==> src/rtl/tcb_lib_demultiplexer_if.sv <==
// tcb_lib_demultiplexer_if: TCB bus bundle of N parallel ports.
//   vld/rdy/wen/adr/ben/wdt : request (manager -> subordinate), rdy returned
//   rdt/err                 : response (subordinate -> manager)
//   master modport drives requests, slave modport drives rdy and responses.
interface tcb_lib_demultiplexer_if #(
  parameter int N   = 1,
  parameter int ADR = 32,
  parameter int DAT = 32,
  parameter int BEN = DAT/8
);
  logic [N-1:0]          vld, rdy, wen, err;
  logic [N-1:0][ADR-1:0] adr;
  logic [N-1:0][BEN-1:0] ben;
  logic [N-1:0][DAT-1:0] wdt, rdt;
  modport master (output vld, wen, adr, ben, wdt, input rdy, rdt, err);
  modport slave  (input vld, wen, adr, ben, wdt, output rdy, rdt, err);
endinterface

==> src/rtl/tcb_lib_demultiplexer.sv <==
// tcb_lib_demultiplexer: routes one TCB manager stream to MPN subordinate ports by address.
//   clk  : clock
//   rst  : asynchronous reset, active-low
//   sub  : upstream port (N=1), slave side
//   man  : downstream ports (N=MPN), master side; request fields broadcast, vld one-hot
//   TCB_LIB_DEMULTIPLEXER_ERR_EN: when defined, unmapped addresses hit an internal
//   error slot (select code MPN) answering err=1; otherwise they decode to port 0.
module tcb_lib_demultiplexer #(
  parameter int DLY = 1,
  parameter int ADR = 32,
  parameter int DAT = 32,
  parameter int BEN = DAT/8,
  parameter int MPN = 3,
  parameter logic [MPN-1:0][ADR-1:0] BAS = {32'h2000_0000, 32'h1000_0000, 32'h0000_0000},
  parameter logic [MPN-1:0][ADR-1:0] MSK = {MPN{ADR'(32'hF000_0000)}}
)(
  input logic clk,
  input logic rst,
  tcb_lib_demultiplexer_if.slave  sub,
  tcb_lib_demultiplexer_if.master man
);
`ifdef TCB_LIB_DEMULTIPLEXER_ERR_EN
  localparam int MPL = $clog2(MPN+1);
  localparam bit ERR = 1'b1;
  localparam logic [MPL-1:0] DEF = MPL'(MPN);
`else
  localparam int MPL = $clog2(MPN);
  localparam bit ERR = 1'b0;
  localparam logic [MPL-1:0] DEF = '0;
`endif
  logic [MPL-1:0] sel, rsp_sel;
  logic err_sel, trn, rsp_vld, rsp_err;
  // descending scan so the lowest matching port wins
  always_comb begin
    sel = DEF;
    for (int i = MPN-1; i >= 0; i--)
      if ((sub.adr[0] & MSK[i]) == BAS[i]) sel = MPL'(i);
  end
  assign err_sel    = ERR && (sel == DEF);
  assign sub.rdy[0] = err_sel ? 1'b1 : man.rdy[sel];
  assign trn        = sub.vld[0] & sub.rdy[0];
  always_comb begin
    for (int i = 0; i < MPN; i++) begin
      man.vld[i] = sub.vld[0] && !err_sel && (sel == MPL'(i));
      man.wen[i] = sub.wen[0];
      man.adr[i] = sub.adr[0];
      man.ben[i] = sub.ben[0];
      man.wdt[i] = sub.wdt[0];
    end
  end
  generate
    if (DLY > 0) begin : g_pipe
      logic [DLY-1:0]          vld_q, vld_d;
      logic [DLY-1:0][MPL-1:0] sel_q, sel_d;
      always_comb begin
        vld_d[0] = trn;
        sel_d[0] = sel;
        for (int k = 1; k < DLY; k++) begin
          vld_d[k] = vld_q[k-1];
          sel_d[k] = sel_q[k-1];
        end
      end
      always_ff @(posedge clk or negedge rst)
        if (!rst) begin
          vld_q <= '0;
          sel_q <= '0;
        end else begin
          vld_q <= vld_d;
          sel_q <= sel_d;
        end
      assign rsp_vld = vld_q[DLY-1];
      assign rsp_sel = sel_q[DLY-1];
    end else begin : g_comb
      assign rsp_vld = trn;
      assign rsp_sel = sel;
    end
  endgenerate
  assign rsp_err    = ERR && (rsp_sel == DEF);
  // idle stages and the error slot force zero data so nothing undefined leaks upstream
  assign sub.rdt[0] = (rsp_vld && !rsp_err) ? man.rdt[rsp_sel] : '0;
  assign sub.err[0] = rsp_vld && (rsp_err || man.err[rsp_sel]);
endmodule

==> src/flat_wrapper.sv <==
// flat-port wrapper written by rule: the top's interface ports become plain ports
module tcb_lib_demultiplexer_flat 
#(
  parameter int DLY = 1,
  parameter int ADR = 32,
  parameter int DAT = 32,
  parameter int BEN = DAT/8,
  parameter int MPN = 3,
  parameter logic [MPN-1:0][ADR-1:0] BAS = {32'h2000_0000, 32'h1000_0000, 32'h0000_0000},
  parameter logic [MPN-1:0][ADR-1:0] MSK = {MPN{ADR'(32'hF000_0000)}}
)
  (clk, rst, sub_vld, sub_wen, sub_adr, sub_ben, sub_wdt, sub_rdy, sub_rdt, sub_err, man_vld, man_wen, man_adr, man_ben, man_wdt, man_rdy, man_rdt, man_err);
  tcb_lib_demultiplexer_if #(.N(1), .ADR(ADR), .DAT(DAT), .BEN(BEN)) sub_i ();
  tcb_lib_demultiplexer_if #(.N(MPN), .ADR(ADR), .DAT(DAT), .BEN(BEN)) man_i ();
  input logic clk;
  input logic rst;
  input wire logic [$bits(sub_i.vld)-1:0] sub_vld;
  input wire logic [$bits(sub_i.wen)-1:0] sub_wen;
  input wire logic [$bits(sub_i.adr)-1:0] sub_adr;
  input wire logic [$bits(sub_i.ben)-1:0] sub_ben;
  input wire logic [$bits(sub_i.wdt)-1:0] sub_wdt;
  output wire logic [$bits(sub_i.rdy)-1:0] sub_rdy;
  output wire logic [$bits(sub_i.rdt)-1:0] sub_rdt;
  output wire logic [$bits(sub_i.err)-1:0] sub_err;
  output wire logic [$bits(man_i.vld)-1:0] man_vld;
  output wire logic [$bits(man_i.wen)-1:0] man_wen;
  output wire logic [$bits(man_i.adr)-1:0] man_adr;
  output wire logic [$bits(man_i.ben)-1:0] man_ben;
  output wire logic [$bits(man_i.wdt)-1:0] man_wdt;
  input wire logic [$bits(man_i.rdy)-1:0] man_rdy;
  input wire logic [$bits(man_i.rdt)-1:0] man_rdt;
  input wire logic [$bits(man_i.err)-1:0] man_err;
  assign sub_i.vld = sub_vld;
  assign sub_i.wen = sub_wen;
  assign sub_i.adr = sub_adr;
  assign sub_i.ben = sub_ben;
  assign sub_i.wdt = sub_wdt;
  assign sub_rdy = sub_i.rdy;
  assign sub_rdt = sub_i.rdt;
  assign sub_err = sub_i.err;
  assign man_vld = man_i.vld;
  assign man_wen = man_i.wen;
  assign man_adr = man_i.adr;
  assign man_ben = man_i.ben;
  assign man_wdt = man_i.wdt;
  assign man_i.rdy = man_rdy;
  assign man_i.rdt = man_rdt;
  assign man_i.err = man_err;
  tcb_lib_demultiplexer #(.DLY(DLY), .ADR(ADR), .DAT(DAT), .BEN(BEN), .MPN(MPN), .BAS(BAS), .MSK(MSK)) u_core (.clk(clk), .rst(rst), .sub(sub_i), .man(man_i));
endmodule
==> config.mk <==
export PLATFORM = sky130hd
export DESIGN_NAME = tcb_lib_demultiplexer_flat
export DESIGN_NICKNAME = d
export VERILOG_FILES = /design/src/rtl/tcb_lib_demultiplexer_if.sv /design/src/rtl/tcb_lib_demultiplexer.sv /design/src/flat_wrapper.sv
export SDC_FILE = /design/constraint.sdc
export NUM_CORES = 1
export LEC_CHECK = 0
export ABC_AREA = 1
export ABC_CLOCK_PERIOD_IN_PS = 3100
export CORE_AREA = 2 2 161 163
export DETAILED_ROUTE_END_ITERATION = 10
export DIE_AREA = 0 0 163 165
export GPL_TIMING_DRIVEN = 0
export PLACE_DENSITY = 0.42
export SETUP_SLACK_MARGIN = 0.1
export SLEW_MARGIN = 15
export SYNTH_ARGS = -nofsm -noshare
export SYNTH_HDL_FRONTEND = slang
export SYNTH_SLANG_ARGS = --single-unit
==> constraint.sdc <==
create_clock -name clk -period 3.1 [get_ports clk]
set_input_delay 0.62 -clock clk [delete_from_list [all_inputs] [get_ports clk]]
set_output_delay 0.62 -clock clk [all_outputs]
set_load 0.005 [all_outputs]
==> results of run 1 <==
[metal layers]
metal / wire [um] / share of wire [%] / GRT usage, %
met1: 5020 / 36 / 9.58
met3: 1630 / 12 / 3.09
met4: 34 / 0.24 / 0.845
met2: 7430 / 53 / 17.7
met5: 0 / 0 / 0
[synth_stat cells]
cell type / n
sky130_fd_sc_hd__a21oi_1: 33
sky130_fd_sc_hd__buf_2: 4
sky130_fd_sc_hd__buf_4: 210
sky130_fd_sc_hd__buf_6: 7
sky130_fd_sc_hd__clkbuf_1: 3
sky130_fd_sc_hd__dfrtp_1: 3
sky130_fd_sc_hd__inv_1: 6
sky130_fd_sc_hd__inv_2: 2
sky130_fd_sc_hd__nand2_1: 36
sky130_fd_sc_hd__nand3_1: 3
sky130_fd_sc_hd__nor2_1: 71
sky130_fd_sc_hd__nor2_8: 1
sky130_fd_sc_hd__nor3_1: 1
sky130_fd_sc_hd__o21ai_0: 19
sky130_fd_sc_hd__o21ai_1: 14
sky130_fd_sc_hd__or2_0: 1
[power breakdown]
part	internal (uW)	switching, uW
Clock	170	35.8
Sequential	40.9	0.459
Combinational	583	212
Total	794	248
[registers in the layout (all words and copies together) (netlist names)]
signal               flops
u_core.g_pipe.sel_q      2
u_core.g_pipe.vld_q      1
[per-stage QoR]
stage                     util, %  instances  power, uW
after floorplan                 -        414        341
after global placement       26.0       1096        851
after detailed placement     26.0       1096        846
after CTS                    26.3       1100       1060
after global routing         26.4       1101       1110
final                        26.4       1102       1040
[what timing repair did]
item                       in CTS  in global routing
buffers inserted                0                  1
setup endpoints to repair       0                  1
gates resized for setup         0                  4
[area by class of cell]
| class | count | area, um2 | share of cell area (%) |
|---|---|---|---|
| buffer | 224 | 1690 | 25.5 |
| inverter | 8 | 30.0 | 0.455 |
| antenna | 1 | 2.50 | 0.0379 |
| tap | 330 | 413 | 6.25 |
| multi-input combinational | 179 | 781 | 11.8 |
| sequential | 3 | 75.1 | 1.14 |
| clock buffer | 4 | 78.8 | 1.19 |
| timing repair buffer | 353 | 3540 | 53.6 |
[logic make-up after synthesis]
logic type	after synthesis	synth area share, %
AOI/OAI and AO/OA	66	12.9
buffers and inverters	232	66.8
DFF	3	2.92
and+or+nand+nor	113	17.4
[worst max-delay path, stage by stage]
cell	delay (ps)
sky130_fd_sc_hd__clkdlybuf4s50_1	580
sky130_fd_sc_hd__nand3_1	170
sky130_fd_sc_hd__or2_0	220
sky130_fd_sc_hd__nand2_1	110
sky130_fd_sc_hd__inv_1	50
sky130_fd_sc_hd__clkdlybuf4s50_1	460
[final timing paths]
| path | startpoint | endpoint | slack [ps] | cells after the start |
|---|---|---|---|---|
| worst min-delay path | rst | u_core.g_pipe.vld_q | 600 | 1 |
| worst max-delay path | sub_adr[29] | sub_rdy | 260 | 6 |
| max in group asynchronous | rst | u_core.g_pipe.sel_q[0] | 2330 | 1 |
| min in group clk | sub_adr[31] | u_core.g_pipe.sel_q[0] | 880 | 4 |
==> summary.md, run 1 <==
Once routing completed, OpenROAD measured the worst setup slack at 261 ps. Setup repair after global routing left no endpoint under its margin. TritonCTS built the clock tree. The detailed-route vias per instance came out at 3.22. The average wire per cell in the routed design came out at 12.8 um. Counting distinct cell types in the post-synthesis netlist gives 16. Cells with a size suffix above 1 make up 29.7% of the layout.

The number of rows in the core area came out at 58. Adding up every negative setup slack in the final design gives 0 ps. The kind of critical path was primary input to primary output.

Nature of the critical path endpoint: a primary output. The I/O pin count was 418. Entering global routing, the biggest net connects 11 pins. The area added between synthesis and finish is 157%. The tools report the setup slack at placement as 123 ps. Of all cell types, the one taking the most synthesized area is sky130_fd_sc_hd__buf_4.

Summed over all layers, the global routing overflow is 0. The final number of setup-violating endpoints was 0. The worst hold-check path type is primary input to asynchronous set/reset pin.

The number of hold buffers added after CTS is 0, and the maximum level of the CTS H-tree is 1. Final number of max-transition violations: 0. For the core region area, the log shows 25000 um2. The synthesis warning total was 0. For the post-DP HPWL, the log shows 12.6 mm.

The share of synthesized area in the top cell type comes to 61.3%. Global routing consumed, over all layers together, 9.01% of the routing resources. Final critical-path required period: 2840 ps.

The routed layout has 3549 vias. In this run the power density over the cells is 158 nW/um2. Sorting the synthesized cells by area gives the leading types as sky130_fd_sc_hd__buf_4 61%, sky130_fd_sc_hd__nor2_1 10%, sky130_fd_sc_hd__a21oi_1 6.4%. At the worst endpoint, the required time is 2480 ps. When the netlist entered floorplanning its net count stood at 588. Once the floorplan was initialized, standard cells occupied 10.3% of the core.

The count of final hold-check violations was 0; the global-route wire length before repair was 18.9 mm. In this run the static leakage power is 0.00288 uW. The buffer type at the clock tree root is sky130_fd_sc_hd__clkbuf_16. In the final design database the tool counted 946 nets.

In this run the worst path has a maximum fanout of 5. The slew at the pin closest to its max-slew limit is 479 ps, and the total routed wirelength is 14.1 mm. The max-slew headroom at the worst pin was 68.0%; the mean area per synthesized cell was 6.21 um2.

STA classifies the critical path startpoint as a primary input. In the finished design, the share of the clock period the worst path needs comes to 91.6%. The final hold slack is 600 ps, and the total placed instance area is 6510 um2. The finished cells cover 6610 um2.

The number of optimization iterations in the first detailed-route pass came out at 4. The tools report the number of max-capacitance violations reported as 0. After clock tree synthesis, the clock-pin slew on the worst setup and hold paths is 30 ps. The peak clock frequency supported by timing was 352 MHz; the number of buffers added by the clock tree synthesis step was 3. Port buffering added 352 buffers. After synthesis, flip-flops and latches occupy 2.92% of the total area. The number of global-route vias before repair is 3334, and the data arrival time at the worst-slack endpoint is 2220 ps. The die is 165 um tall. The detailed router finished its first iteration with 131 violations. The logs give 3 for the total clock sinks and 2570 um2 for the synthesized area.

The x dimension of the die was 163 um. The tools report the remaining routing DRC violations as 0. The run finished with clean final reports. The die covers 26900 um2. Synthesis handed over a netlist of 414 instances. The top cell types in the final layout, fill and taps aside, are 349 x sky130_fd_sc_hd__clkdlybuf4s50_1, 211 x sky130_fd_sc_hd__buf_4, 70 x sky130_fd_sc_hd__nor2_1, 36 x sky130_fd_sc_hd__nand2_1, 33 x sky130_fd_sc_hd__a21oi_1.

For the filler cell count, the log shows 2756. The antenna violation net count after detailed routing came out at 0. Most common cell after layout, fill and taps aside: sky130_fd_sc_hd__clkdlybuf4s50_1.

The worst voltage drop across the vdd grid is 0.0000926 V, and the number of antenna violations at the first check in global routing is 0. Routability-driven placement finished with a final weighted congestion of 0.763. The maximum number of buffers from clock root to sink was 2; the register bit count reported by yosys was 3.
(Power assumes the default switching activity.)
==> run 2, diff against run 1 <==
PLACE_DENSITY = 0.46   (was 0.42)
==> summary.md, run 2 (synthesis gave the netlist of run 1 again) <==
The run finished with clean final reports. Detailed placement ended at an HPWL of 12.7 mm. For this design the ratio of total power to cell area is 159 nW/um2.

The area growth from synthesis to layout is 157%. The final number of setup-violating endpoints was 0; the x dimension of the die was 163 um. Global routing consumed, over all layers together, 9.46% of the routing resources. The first detailed-routing pass ran for 4 iterations. The finished cells cover 6600 um2. The net switching power is 254 uW. For this block, the via count after detailed routing is 3525. The tools report the largest net degree at the start of global routing as 11.

The floorplan step defined a die boundary enclosing 26900 um2. After clock tree synthesis, the clock-pin slew on the worst setup and hold paths is 30 ps. Overall power consumption after layout is estimated at 1050 uW. The peak clock frequency supported by timing is 352 MHz. The final number of max-transition violations was 0; the maximum level of the CTS H-tree was 1. The most common cell after layout, fill and taps aside was sky130_fd_sc_hd__clkdlybuf4s50_1. TritonCTS built the clock tree. For the antenna violation net count after detailed routing, the log shows 0. In this run, flip-flops and latches consume 4.0% of the power. Nature of the critical path endpoint: a primary output.

The number of antenna violations at the first check in global routing was 0. The remaining global-route overflow came out at 0. STA classifies the critical path startpoint as a primary input. Number of setup buffers added after CTS: 0. In this design, the stage delay of the slowest critical-path cell is 560 ps. In this run the core area contains 58 standard-cell rows. The tree is rooted in a sky130_fd_sc_hd__clkbuf_16. The critical path goes through clkdlybuf4s50_1 -> nor2_1 -> nor2_1 -> o21ai_1 -> a21oi_1 -> clkdlybuf4s50_1. Of the cells placed in the final design, the portion with a size suffix greater than 1 is 29.9%. The detailed-route vias per instance was 3.20; the core region area was 25000 um2. The total clock sinks is 3. The cell with the largest stage delay on the worst path is sky130_fd_sc_hd__clkdlybuf4s50_1.

The critical path is of the primary input to primary output type. The count of cells in the finished layout, fillers not included, comes to 1100. Headroom to the max-slew limit came out at 67.5%. The number of port buffers came out at 352.

The largest registers in the layout are u_core.g_pipe.sel_q: 2 flops, u_core.g_pipe.vld_q: 1 flops. The smallest clock period supported by the final layout is computed as 2840 ps. The logs give 418 for the I/O pin count and 0 for the number of max-capacitance violations reported. Once the floorplan was initialized, standard cells occupied 10.3% of the core. The number of global-route vias before repair is 3649, and the maximum net fanout on the critical path is 1. In this run the vertical extent of the chip is 165 um. Setup repair after global routing left no endpoint under its margin. Counting the buffers created by CTS gives 3. Combinational logic is responsible for 76.1% of the overall power. Summed over all cells, the static leakage comes to 0.00286 uW. For this block, the initial DRC count from the detailed router was 124. The clock network burns 20.0% of the power.

In the layout the commonest cells are 348 x sky130_fd_sc_hd__clkdlybuf4s50_1, 210 x sky130_fd_sc_hd__buf_4, 70 x sky130_fd_sc_hd__nor2_1, 35 x sky130_fd_sc_hd__nand2_1, 33 x sky130_fd_sc_hd__a21oi_1. At the end of routability-driven placement, the weighted congestion stood at 0.757. Data arrives at the worst endpoint at 2220 ps. In the final design database the tool counted 945 nets.

Count of final hold-check violations: 0. Ranked by flip-flop count, first place goes to u_core.g_pipe.sel_q. For the remaining routing DRC violations, the log shows 0. The final setup slack of the worst path came out at 261 ps. Including well taps, the total number of placed cells is 1096.

The slew at the pin closest to its max-slew limit came out at 488 ps. In this run the deepest clock path goes through 2 buffers. Of the total power, the share spent switching nets is 24.3%. Across the VDD grid, the largest voltage drop is 0.000134 V. The internal portion of the total power is 793 uW.

The flip-flop count of the largest register, all copies and words added works out to 2. The data required time at the worst endpoint is 2480 ps, and the average wire per cell in the routed design is 13.1 um. The worst hold path belongs to the class primary input to asynchronous set/reset pin. Total routed wirelength: 14.4 mm.

The share of the cycle needed by the critical path after routing was 91.6%. The tools report the total placed instance area as 6510 um2. The run gives -72.8 ps as the setup slack at placement.

For the final antenna diode count, the log shows 0. The first global-routing pass estimated 19.9 mm of wire.
[run 2: worst max-delay path: cells and delay by family]
kind / cells / cell delay (ps)
compound gates: 2 / 290
buf+inv: 2 / 1100
simple gates: 2 / 200
[run 2: final timing paths]
kind	slack, ps	cells after the start	to	startpoint
setup / recovery	260	6	sub_rdt[22]	man_rdt[22]
hold / removal	570	1	u_core.g_pipe.sel_q[1]	rst
max in group asynchronous	2390	1	u_core.g_pipe.sel_q[0]	rst
min in group clk	860	4	u_core.g_pipe.sel_q[1]	sub_adr[30]
[run 2: final cells by class]
type                       instances  area [um2]
timing repair buffer             352        3520
inverter                           8        30.0
fill                            2720       18400
tap                              330         413
sequential                         3        75.1
clock buffer                       4        78.8
buffer                           224        1690
multi-input combinational        179         793
[run 2: repair_timing]
action	CTS	global route
hold buffers	0	0
gates resized for setup	6	2
setup endpoints to repair	1	1
[run 2: through the flow]
| step | setup TNS (ps) | util (%) | hold slack (ps) |
|---|---|---|---|
| global placement | -66.7 | 26.0 | 811 |
| global route | 0 | 26.4 | 582 |
| CTS | 0 | 26.3 | 571 |
| floorplan | 0 | - | 324 |
| finish | 0 | 26.4 | 572 |
| detailed placement | -72.8 | 26.0 | 809 |
[run 2: per-layer routing]
layer	vias up	global-route usage, %	routed length (um)
met1	1500	10.5	5440
met4	0	1.21	67
met5	-	0	0
met3	5	2.81	1490
li1	1794	-	-
met2	226	18.1	7440
[run 2: power groups by stage]
stage / clock [uW] / sequential (uW) / combinational [uW]
2_1_floorplan: 0 / 41.8 / 299
3_3_place_gp: 0 / 41.9 / 808
3_5_place_dp: 0 / 41.9 / 804
4_1_cts: 213 / 41.4 / 809
5_1_grt: 217 / 41.6 / 855
6_report: 209 / 41.4 / 797
